File: config.mk
export PLATFORM = sky130hd
export DESIGN_NAME = uart_tx_sched
export DESIGN_NICKNAME = d
export VERILOG_FILES = /design/src/rtl/uart_pkg.sv /design/src/rtl/uart_rr_arb.sv /design/src/rtl/uart_tx_sched.sv
export SDC_FILE = /design/constraint.sdc
export NUM_CORES = 1
export LEC_CHECK = 0
export CAP_MARGIN = 15
export CORE_ASPECT_RATIO = 1.25
export CORE_UTILIZATION = 47
export DETAILED_ROUTE_END_ITERATION = 6
export MAX_ROUTING_LAYER = met4
export PLACE_DENSITY = 0.8
export SETUP_SLACK_MARGIN = 0.5
export SKIP_CTS_REPAIR_TIMING = 1
export SLEW_MARGIN = 25
export SYNTH_ARGS = -nofsm -noshare
export SYNTH_HDL_FRONTEND = slang
export SYNTH_SLANG_ARGS = --single-unit
File: constraint.sdc
create_clock -name sclk -period 2.7 [get_ports sclk]
set_input_delay 0.27 -clock sclk [delete_from_list [all_inputs] [get_ports sclk]]
set_output_delay 0.27 -clock sclk [all_outputs]
set_load 0.02 [all_outputs]
File: src/rtl/uart_pkg.sv
// Shared constants and state encoding for the UART transmit scheduler.
package uart_pkg;

    localparam int BAUD_MAX_9600   = 5207;
    localparam int BAUD_MAX_TEST   = 50;
    localparam int FRAME_DATA_BITS = 9;   // start bit + 8 data bits
    localparam int CNT_W           = 16;

    typedef enum logic [1:0] {
        ST_IDLE = 2'd0,
        ST_LOAD = 2'd1,
        ST_WAIT = 2'd2
    } sched_state_t;

    // Full frame length in sclk cycles, including idle-high guard bits.
    function automatic int frame_cycles(input int baud_max, input int guard_bits);
        return (FRAME_DATA_BITS + guard_bits) * (baud_max + 1);
    endfunction

endpackage

File: src/rtl/uart_rr_arb.sv
// Combinational round-robin arbiter: the first requester at or after ptr wins.
module uart_rr_arb #(
    parameter int NREQ = 4,
    parameter int IDW  = $clog2(NREQ)
) (
    input  logic [NREQ-1:0] req,
    input  logic [IDW-1:0]  ptr,
    output logic [NREQ-1:0] grant,
    output logic [IDW-1:0]  grant_idx,
    output logic            valid
);

    int             idx;
    logic [IDW-1:0] idx_l;

    // Walk from the farthest offset back to ptr so the closest requester overrides.
    always_comb begin
        grant     = '0;
        grant_idx = '0;
        valid     = 1'b0;
        idx       = 0;
        idx_l     = '0;
        for (int off = NREQ - 1; off >= 0; off--) begin
            idx   = (int'(ptr) + off) % NREQ;
            idx_l = idx[IDW-1:0];
            if (req[idx_l]) begin
                grant        = '0;
                grant[idx_l] = 1'b1;
                grant_idx    = idx_l;
                valid        = 1'b1;
            end
        end
    end

endmodule

File: src/rtl/uart_tx_sched.sv
// Round-robin scheduler sharing one uart_tx among NREQ byte requesters.
//
//   state   | meaning
//   --------+-------------------------------------------------------------
//   ST_IDLE | line free; grant a winner when en=1 and any req is set
//   ST_LOAD | one cycle: tx_trig + ack to winner, load frame down-counter
//   ST_WAIT | frame in flight; count down to zero, then back to ST_IDLE
module uart_tx_sched
    import uart_pkg::*;
#(
    parameter int NREQ       = 4,
    parameter int BAUD_MAX   = BAUD_MAX_9600,
    parameter int GUARD_BITS = 1,
    parameter int IDW        = $clog2(NREQ)
) (
    input  logic              sclk,
    input  logic              rst_n,
    input  logic              en,
    input  logic [NREQ-1:0]   req,
    input  logic [NREQ*8-1:0] data,
    output logic [NREQ-1:0]   ack,
    output logic              tx_trig,
    output logic [7:0]        tx_data,
    output logic              busy,
    output logic [IDW-1:0]    grant_id
);

    localparam int               FRAME_CYCLES = frame_cycles(BAUD_MAX, GUARD_BITS);
    localparam logic [CNT_W-1:0] WAIT_LOAD    = CNT_W'(FRAME_CYCLES - 1);

    sched_state_t     state_q, state_d;
    logic [IDW-1:0]   ptr_q, ptr_d;
    logic [CNT_W-1:0] cnt_q, cnt_d;
    logic             tx_trig_q, tx_trig_d;
    logic [NREQ-1:0]  ack_q, ack_d;
    logic             busy_q, busy_d;
    logic [7:0]       tx_data_q, tx_data_d;
    logic [IDW-1:0]   grant_id_q, grant_id_d;

    logic [NREQ-1:0]  arb_grant;
    logic [IDW-1:0]   arb_idx;
    logic             arb_valid;
    logic [7:0]       win_byte;
    logic [IDW-1:0]   ptr_next;

    uart_rr_arb #(
        .NREQ (NREQ),
        .IDW  (IDW)
    ) u_arb (
        .req       (req),
        .ptr       (ptr_q),
        .grant     (arb_grant),
        .grant_idx (arb_idx),
        .valid     (arb_valid)
    );

    // Byte of the winning requester, selected by the one-hot grant.
    always_comb begin
        win_byte = '0;
        for (int k = 0; k < NREQ; k++) begin
            win_byte = win_byte | (data[8*k +: 8] & {8{arb_grant[k]}});
        end
    end

    // Priority starts just after the winner, wrapping at NREQ.
    always_comb begin
        ptr_next = arb_idx + IDW'(1);
        if (arb_idx == IDW'(NREQ - 1)) begin
            ptr_next = '0;
        end
    end

    // Next-state and registered-output logic; en only gates the grant in IDLE.
    always_comb begin
        state_d    = state_q;
        ptr_d      = ptr_q;
        cnt_d      = cnt_q;
        tx_trig_d  = 1'b0;
        ack_d      = '0;
        busy_d     = busy_q;
        tx_data_d  = tx_data_q;
        grant_id_d = grant_id_q;
        case (state_q)
            ST_IDLE: begin
                busy_d = 1'b0;
                if (en && arb_valid) begin
                    state_d    = ST_LOAD;
                    tx_trig_d  = 1'b1;
                    ack_d      = arb_grant;
                    busy_d     = 1'b1;
                    tx_data_d  = win_byte;
                    grant_id_d = arb_idx;
                    ptr_d      = ptr_next;
                end
            end
            ST_LOAD: begin
                cnt_d   = WAIT_LOAD;
                state_d = ST_WAIT;
            end
            ST_WAIT: begin
                if (cnt_q == '0) begin
                    state_d = ST_IDLE;
                    busy_d  = 1'b0;
                end else begin
                    cnt_d = cnt_q - CNT_W'(1);
                end
            end
            default: begin
                state_d = ST_IDLE;
                busy_d  = 1'b0;
            end
        endcase
    end

    // State, pointer, counter and output registers.
    always_ff @(posedge sclk or negedge rst_n) begin
        if (!rst_n) begin
            state_q    <= ST_IDLE;
            ptr_q      <= '0;
            cnt_q      <= '0;
            tx_trig_q  <= 1'b0;
            ack_q      <= '0;
            busy_q     <= 1'b0;
            tx_data_q  <= 8'h00;
            grant_id_q <= '0;
        end else begin
            state_q    <= state_d;
            ptr_q      <= ptr_d;
            cnt_q      <= cnt_d;
            tx_trig_q  <= tx_trig_d;
            ack_q      <= ack_d;
            busy_q     <= busy_d;
            tx_data_q  <= tx_data_d;
            grant_id_q <= grant_id_d;
        end
    end

    assign tx_trig  = tx_trig_q;
    assign ack      = ack_q;
    assign busy     = busy_q;
    assign tx_data  = tx_data_q;
    assign grant_id = grant_id_q;

endmodule

Word-level counts from Yosys, hierarchy flattened
Index checks and enable logic that the tools add are counted.
Operators by class
  order comparisons: 8
  add/subtract/negate cells: 5
  equality and inequality tests: 6
  multiplexer cells: 40
  bitwise operators: 8
  reductions and logical operators: 12
Operators by type and width (number)
  8-bit bitwise AND: 4
  16-bit one-hot mux with 2 select lines: 1
  4-bit two-way mux: 6
  8-bit bitwise OR: 3
  16-bit zero test: 1
  16-bit two-way mux: 1
  16-bit by 1-bit subtractor with 16-bit output (second input constant): 1
  1-bit two-way mux: 15
  2-bit two-way mux: 7
  2-bit by 3-bit < comparator with 1-bit output (second input constant): 4
  1-bit binary-select mux with 2-bit select: 4
  1-bit demux with 2-bit select: 4
  2-bit by 1-bit greater-or-equal comparator with 1-bit output (second input constant): 4
  2-bit AND reduction: 4
  2-bit inequality test (second input constant): 3
  2-bit one-hot mux with 3 select lines: 1
  1-bit logical AND: 5
  2-bit by 1-bit adder with 2-bit output (second input constant): 2
  2-bit adder (second input constant): 2
  2-bit equality test (second input constant): 2
  1-bit one-hot mux with 3 select lines: 1
  2-bit by 1-bit equality test with 1-bit output (second input constant): 1
  2-bit zero test: 1
  2-bit nonzero test: 1
  1-bit inverter: 1
Word-level totals
  register bits: 36
  logic and storage cells: 87
  output and inout bits: 16
  bits of input ports: 39

Logic depth before layout (Yosys ltp)
Gate-level depths: netlist of the first run.
  word-level depth: 13
  gate-level depth with buffers: 12
  mapped depth without buffers: 7

Modules after synthesis
Synthesis of the first run repeated with hierarchy kept, for this count alone.
Unflattened totals
  cell total of the unflattened synthesis: 241
  area total of the unflattened synthesis: 2324.7 um^2
By module, submodules not included
  uart_tx_sched: sequential area each 900.9 um^2, area each 1815.5 um^2, times used 1, cells each 180
  uart_rr_arb: sequential area each 0.0 um^2, area each 509.2 um^2, times used 1, cells each 61

Worst setup path before layout of the first run
Ideal clock, no wire load.
  path kind: flip-flop to flip-flop
  from: reg ptr_q[0]
  to: reg tx_data_q[0], in the netlist tx_data[0]
  arrival time: 2.868 ns
  buffers on the path: 5
  library setup time: 0.139 ns
  cell stages (with the launch flop): 13
  path slack: -0.307 ns
  period minus slack after synthesis: 3.007 ns
  required time: 2.561 ns
  path through: dfrtp_1 buf_2 clkbuf_1 inv_1 ha_1 clkbuf_1 mux4_2 buf_2 a31o_2 a221o_1 buf_2 nand4_1 a41oi_1
On the way
  word-level cells in the longest chain between the ends: 13
  elaborated cells on any way between the ends: 48
  classes of those cells: add/sub: 3; order compare: 8; mux: 24; bitwise: 7; reduce/logical: 6
Ends and longest elaborated chain
  from (decl): line uart_tx_sched.sv:32  | logic [IDW-1:0] ptr_q, ptr_d;
  from (signal assigned): line uart_tx_sched.sv:128  | ptr_q <= ptr_d;
  2-bit adder: line uart_rr_arb.sv:24  | idx = (int'(ptr) + off) % NREQ;
  2-bit by 3-bit < comparator with 1-bit output (implied by the code) / 2-bit by 1-bit greater-or-equal comparator with 1-bit output (equally long branches): line uart_rr_arb.sv:28  | grant[idx_l] = 1'b1;
  1-bit logical AND (implied by the code): line uart_rr_arb.sv:28
  1-bit two-way mux (implied by the code): line uart_rr_arb.sv:28
  1-bit demux with 2-bit select
  4-bit two-way mux (4 in series): line uart_rr_arb.sv:26  | if (req[idx_l]) begin
  8-bit bitwise AND: line uart_tx_sched.sv:61  | win_byte = win_byte | (data[8*k +: 8] & {8{arb_grant[k]}});
  8-bit bitwise OR (3 in series): line uart_tx_sched.sv:61
  to (signal assigned): line uart_tx_sched.sv:133  | tx_data_q <= tx_data_d;
  to (decl): line uart_tx_sched.sv:37  | logic [7:0] tx_data_q, tx_data_d;
Several ways; a longest one is shown, not always the timed one. The select of a mux whose other input is x is not followed.
A chain may end at the register's enable or synchronous reset.

Final worst setup path of the first run
  from: reg ptr_q[1]
  to: reg tx_data_q[0], in the netlist tx_data[0]
The elaborated chain is that of the path after synthesis.

==> flow_metrics.env, run 1 <==
export IMPL_drt_first_pass_iters=5
export IMPL_tightestPinTransition_ns=0.699
export IMPL_cts_buffer_depth=2
export IMPL_initial_core_util_pct=48.5
export IMPL_cts_htree_levels=2
export IMPL_clock_skew_ns=0.00698
export IMPL_synth_avg_cell_area_um2=9.08
export IMPL_clkLatencyLatePin_ns=0.30
export IMPL_synthArstFlopShare_pct=100
export IMPL_hpwl_mm=5.21
export IMPL_yosys_cell_types_count=52
export IMPL_period_needed_ns=2.30
export IMPL_ff2ff_path_depth=8
export IMPL_drtAntennaViolNets=0
export IMPL_arrival_ns=2.47
export IMPL_area_growth_pct=34.8
export IMPL_r2r_end="tx_data[0]"
export IMPL_power_density_nw_per_um2=1090
export IMPL_fin_nets=395
export IMPL_ys_flop_type="dfrtp_1"
export IMPL_dieArea_um2=5890
export IMPL_io_buffers=54
export IMPL_antenna_found_initial=0
export IMPL_insertedDiodeCount=0
export IMPL_rows=30
export IMPL_rsz0062_at_grt="yes"
export IMPL_chipWidth_um=68.8
export IMPL_wl_mm=7.56
export IMPL_ys_warn_count=0
export IMPL_die_h_um=85.5
export IMPL_synth_seq_cells=36
export IMPL_critPathLaunchType="flip-flop"
export IMPL_period_share_pct=85.3
export IMPL_setup_violations=0
export IMPL_cts_tree="built"
export IMPL_timing_rr_start="ptr_q[1]"
export IMPL_worst_path_max_fanout=9
export IMPL_slew_violations=0
export IMPL_final_layout_size_suffix_gt1_share_pct=17.6
export IMPL_cts_buffers=5
export IMPL_reg2reg_slack_ns=0.40
export IMPL_grt_pass1_vias=2550
export IMPL_irDropWorstVdd_uv=861
export IMPL_cts_num_sinks=36
export IMPL_criticalPathCategory="reg -> reg"
export IMPL_crit_required_ns=2.87
export IMPL_synth_fp_nets=338
export IMPL_track_usage_pct=27.5
export IMPL_max_freq_mhz=434
export IMPL_routedWlPerCell_um=18.4
export IMPL_cts_root_buf="clkbuf_8"
export IMPL_vias_per_cell=6.53
export IMPL_route_detailed_drc=0
export IMPL_startpoint="ptr_q[1]"
export IMPL_stdcell_area_um2=3540
export IMPL_endpoint_kind="flip-flop"
export IMPL_synth_edf_count=0
export IMPL_hold_violations=0
export IMPL_placed_area_um2=3380
export IMPL_hold_path_class="in -> async"
export IMPL_grt_max_degree=37
export IMPL_clkTransAtPathRegs_ns=0.08
export IMPL_maxCapViolations=0
export IMPL_ios=55
export IMPL_core_um2=5410
export IMPL_drt_iter0_drc=239
export IMPL_hold_slack_ns=0.396
export IMPL_slew_headroom_pct=53.3
export IMPL_gp_congestion=0.828
export IMPL_synthCells=289
export IMPL_power_mw=3.86
export IMPL_routed_via_count=2683
export IMPL_grt_pass1_wl_mm=12.0
export IMPL_post_route_util_pct=65.4
export IMPL_fin_setup_tns_ns=0
export IMPL_synth_area_um2=2620
export IMPL_power_leakage_nw=1.36
export IMPL_ys_seq_area_share_pct=34.3
export IMPL_grt_overflow=0
export IMPL_outcome="finished, final reports clean"
==> sequential cells by signal, indices dropped and copies added, names as in the netlist <==
name	cells
tx_data	8
ack	4
busy	1
state_q	2
cnt_q	16
ptr_q	2
grant_id	2
tx_trig	1
==> worst max-delay path, cell delays in order, from the launching register on <==
cell	delay, ns
dfrtp_1	0.39
clkinvlp_4	0.13
ha_4	0.32
mux4_2	0.35
a31o_2	0.24
a221o_1	0.27
buf_6	0.16
a41oi_2	0.16
a41oi_1	0.14
==> worst max path at each step <==
stage	endpoint
2_1_floorplan	tx_data[1]
3_3_place_gp	tx_data[1]
3_5_place_dp	tx_data[0]
4_1_cts	tx_data[0]
5_1_grt	tx_data[0]
6_report	tx_data[0]
==> cells by family (layout without fill, tap and decap cells) <==
group,count (synthesis),count (layout),share of synthesized area [%]
AO/OA/AOI/OAI,84,84,24.3
AND/OR/NAND/NOR,106,106,22.1
XOR/XNOR,2,2,0.668
adder cells (fa/ha/maj),10,10,4.77
flip-flops,36,36,34.3
buffers and inverters,34,92,5.34
multiplexers,17,17,8.49
==> placed cells by master, fill, tap and decap left out, types with 3 or more instances in the layout <==
cell type / instances
clkdlybuf4s50_1: 54
dfrtp_1: 35
nand2_1: 23
nor2_1: 22
buf_4: 18
nand4_1: 16
a21oi_1: 12
o21ai_0: 12
mux2i_1: 10
nand2b_1: 9
a41oi_2: 9
ha_1: 9
a22o_1: 8
a221oi_1: 8
a41oi_1: 8
inv_1: 6
nor3_1: 6
clkbuf_8: 5
mux4_2: 4
nand3_1: 4
or4_1: 4
and2_1: 3
o22ai_1: 3
a21o_1: 3
and4_1: 3
a31oi_1: 3
or3_1: 3
buf_6: 3
==> where the power goes <==
part           switching (mW)  internal (mW)
Clock                   0.216          0.180
Sequential              0.137          0.706
Combinational            1.49           1.14
Total                    1.84           2.02
==> routing by layer <==
layer	vias up	wire length, um	global-route usage (%)
met5	-	0	-
met4	0	74	9.65
met3	10	448	4.65
met2	113	3820	44.0
met1	1330	3210	34.4
li1	1230	-	-
==> final cells by class <==
| class | count | area, um2 |
|---|---|---|
| inverter | 8 | 41.3 |
| tap | 64 | 80.1 |
| clock buffer | 5 | 68.8 |
| clock inverter | 3 | 18.8 |
| fill | 430 | 1870 |
| timing repair buffer | 76 | 729 |
| multi-input combinational | 219 | 1700 |
| sequential | 36 | 902 |
==> metrics by stage <==
stage	worst slack [ns]	cells
floorplan	0.239	289
global placement	0.360	399
detailed placement	0.282	399
CTS	0.291	407
global route	0.341	411
finish	0.397	411
==> cells in the mapped netlist (4+ instances only) <==
cell / n / area share [%]
a21oi_1: 12 / 2.3
nand4_1: 16 / 3.8
o21ai_0: 12 / 2.3
inv_1: 8 / 1.1
nand3_1: 4 / 0.76
ha_1: 10 / 4.8
or4_1: 4 / 1.1
dfrtp_1: 36 / 34
nand2_1: 23 / 3.3
buf_2: 7 / 1.3
clkbuf_1: 16 / 2.3
mux2i_1: 11 / 4.2
a41oi_1: 17 / 5.7
nor3_1: 6 / 1.1
nand2b_1: 9 / 2.1
mux4_2: 4 / 3.4
a221oi_1: 8 / 2.7
a22o_1: 8 / 2.7
nor2_1: 22 / 3.1
(Power assumes the default switching activity.)
==> inputs of run 2 (changes only) <==
--- a/config.mk
+++ b/config.mk
@@ -7,10 +7,10 @@
 export LEC_CHECK = 0
 export CAP_MARGIN = 15
 export CORE_ASPECT_RATIO = 1.25
-export CORE_UTILIZATION = 47
+export CORE_UTILIZATION = 30
 export DETAILED_ROUTE_END_ITERATION = 6
 export MAX_ROUTING_LAYER = met4
-export PLACE_DENSITY = 0.8
+export PLACE_DENSITY = 0.57
 export SETUP_SLACK_MARGIN = 0.5
 export SKIP_CTS_REPAIR_TIMING = 1
 export SLEW_MARGIN = 25
==> run 2 against run 1 <==
Net effect: maximum frequency shrank 1.4%; sequential cell count is the same; total power grew 3.0%; combinational power grew 3%; critical path type unchanged.
==> flow_metrics.env, run 2 (synthesis results as in run 1) <==
export IMPL_final_layout_size_suffix_gt1_share_pct=18.9
export IMPL_max_freq_mhz=428
export IMPL_crit_required_ns=2.85
export IMPL_grt_max_degree=37
export IMPL_drt_iter0_drc=145
export IMPL_route_detailed_drc=0
export IMPL_largest_register_ffs=16
export IMPL_arrival_ns=2.49
export IMPL_slowest_stage="dfrtp_2"
export IMPL_setup_violations=0
export IMPL_grt_overflow=0
export IMPL_cts_tree="built"
export IMPL_final_common_cell="clkdlybuf4s50_1"
export IMPL_dieArea_um2=9130
export IMPL_period_share_pct=86.5
export IMPL_seq_area_um2=902
export IMPL_cts_htree_levels=2
export IMPL_clkTransAtPathRegs_ns=0.08
export IMPL_wl_mm=7.95
export IMPL_rows=37
export IMPL_cts_buffers=5
export IMPL_drt_first_pass_iters=5
export IMPL_cts_root_buf="clkbuf_8"
export IMPL_regMostFlops="cnt_q"
export IMPL_final_fill_count=812
export IMPL_initial_core_util_pct=31.3
export IMPL_cts_buffer_depth=2
export IMPL_drtAntennaViolNets=0
export IMPL_grt_pass1_wl_mm=12.6
export IMPL_stdcell_area_um2=3640
export IMPL_cts_num_sinks=36
export IMPL_hold_path_class="in -> async"
export IMPL_grt_pass1_vias=2533
export IMPL_multi_input_area_um2=1710
export IMPL_criticalPathCategory="reg -> reg"
export IMPL_vias_per_cell=5.60
export IMPL_power_density_nw_per_um2=1090
export IMPL_fin_setup_tns_ns=0
export IMPL_area_growth_pct=38.8
export IMPL_clkLatencyLatePin_ns=0.29
export IMPL_timing_rr_start="ptr_q[0]"
export IMPL_ff2ff_path_depth=8
export IMPL_placed_area_um2=3450
export IMPL_path_cells="inv_8 > ha_4 > mux4_2 > a31o_2 > a221o_1 > buf_6 > a41oi_2 > a41oi_1"
export IMPL_slowest_delay_ns=0.49
export IMPL_track_usage_pct=18.0
export IMPL_outcome="finished, final reports clean"
export IMPL_chipWidth_um=85.6
export IMPL_routedWlPerCell_um=17.0
export IMPL_worst_path_max_fanout=9
export IMPL_reg2reg_slack_ns=0.36
export IMPL_endpoint_kind="flip-flop"
export IMPL_power_leakage_nw=1.38
export IMPL_maxCapViolations=0
export IMPL_critPathLaunchType="flip-flop"
export IMPL_cp_num_buf_inv=2
export IMPL_io_buffers=54
export IMPL_period_needed_ns=2.34
export IMPL_fin_nets=398
export IMPL_slew_headroom_pct=45.4
export IMPL_core_um2=8380
export IMPL_hpwl_mm=5.66
export IMPL_antenna_found_initial=0
export IMPL_insertedDiodeCount=0
export IMPL_cpLargestDelayFamily="compound AO/OA/AOI/OAI gates"
export IMPL_r2r_end="tx_data[1]"
export IMPL_ios=55
export IMPL_routed_via_count=2614
export IMPL_startpoint="ptr_q[0]"
export IMPL_slew_violations=0
export IMPL_final_cell_mix="clkdlybuf4s50_1 (53), dfrtp_1 (35), nand2_1 (23), nor2_1 (22), buf_4 (19)"
export IMPL_irDropWorstVdd_uv=751
export IMPL_rsz0062_at_grt="yes"
export IMPL_clock_skew_ns=0.00777
export IMPL_tightestPinTransition_ns=0.820
export IMPL_gp_congestion=0.893
export IMPL_die_h_um=107
export IMPL_hold_violations=0
==> run 2: power breakdown <==
part	total [mW]	internal (mW)	leakage (nW)	switching (mW)
clock network	0.411	0.208	0.0445	0.204
registers	0.853	0.706	0.411	0.147
logic	2.71	1.18	0.925	1.53
==> run 2: layout make-up <==
cell class              instances  share of cell area [%]
multi-input cells             219                    47.0
flip-flops and latches         36                    24.8
repair buffers                 79                    20.5
well taps                     117                    4.02
clock buffers                   7                    2.37
inverters                       8                    1.13
clock inverters                 1                   0.206
==> run 2: worst register-to-register path: stages, from the launching register on <==
cell     delay [ns]
dfrtp_2        0.49
inv_8          0.06
ha_4           0.31
mux4_2         0.37
a31o_2         0.24
a221o_1        0.28
buf_6          0.16
a41oi_2        0.15
a41oi_1        0.14
==> run 2: per-stage QoR <==
| step | std cells | power [mW] | worst slack [ns] | util [%] | hold slack [ns] |
|---|---|---|---|---|---|
| floorplan | 289 | 2.70 | 0.239 | - | -0.0256 |
| global placement | 452 | 3.38 | 0.300 | 41.1 | 0.422 |
| detailed placement | 452 | 3.41 | 0.216 | 41.1 | 0.420 |
| CTS | 460 | 3.84 | 0.182 | 42.2 | 0.0946 |
| global route | 467 | 4.23 | 0.294 | 43.5 | 0.125 |
| finish | 467 | 3.98 | 0.364 | 43.5 | 0.0690 |
==> run 2: how the worst max path moves through the flow <==
stage | cells after the start | end | slack, ns
2_1_floorplan | 11 | tx_data[1] | 0.24
3_3_place_gp | 8 | tx_data[6] | 0.30
3_5_place_dp | 8 | tx_data[6] | 0.22
4_1_cts | 8 | tx_data[1] | 0.18
5_1_grt | 8 | tx_data[0] | 0.29
6_report | 8 | tx_data[1] | 0.36
==> run 2: per-layer routing <==
| layer | vias to the layer above | wire length (um) | GRT usage [%] |
|---|---|---|---|
| met5 | - | 0 | - |
| met4 | 0 | 144 | 7.14 |
| met3 | 15 | 364 | 2.64 |
| met2 | 88 | 3940 | 28.5 |
| met1 | 1271 | 3490 | 23.1 |
| li1 | 1240 | - | - |
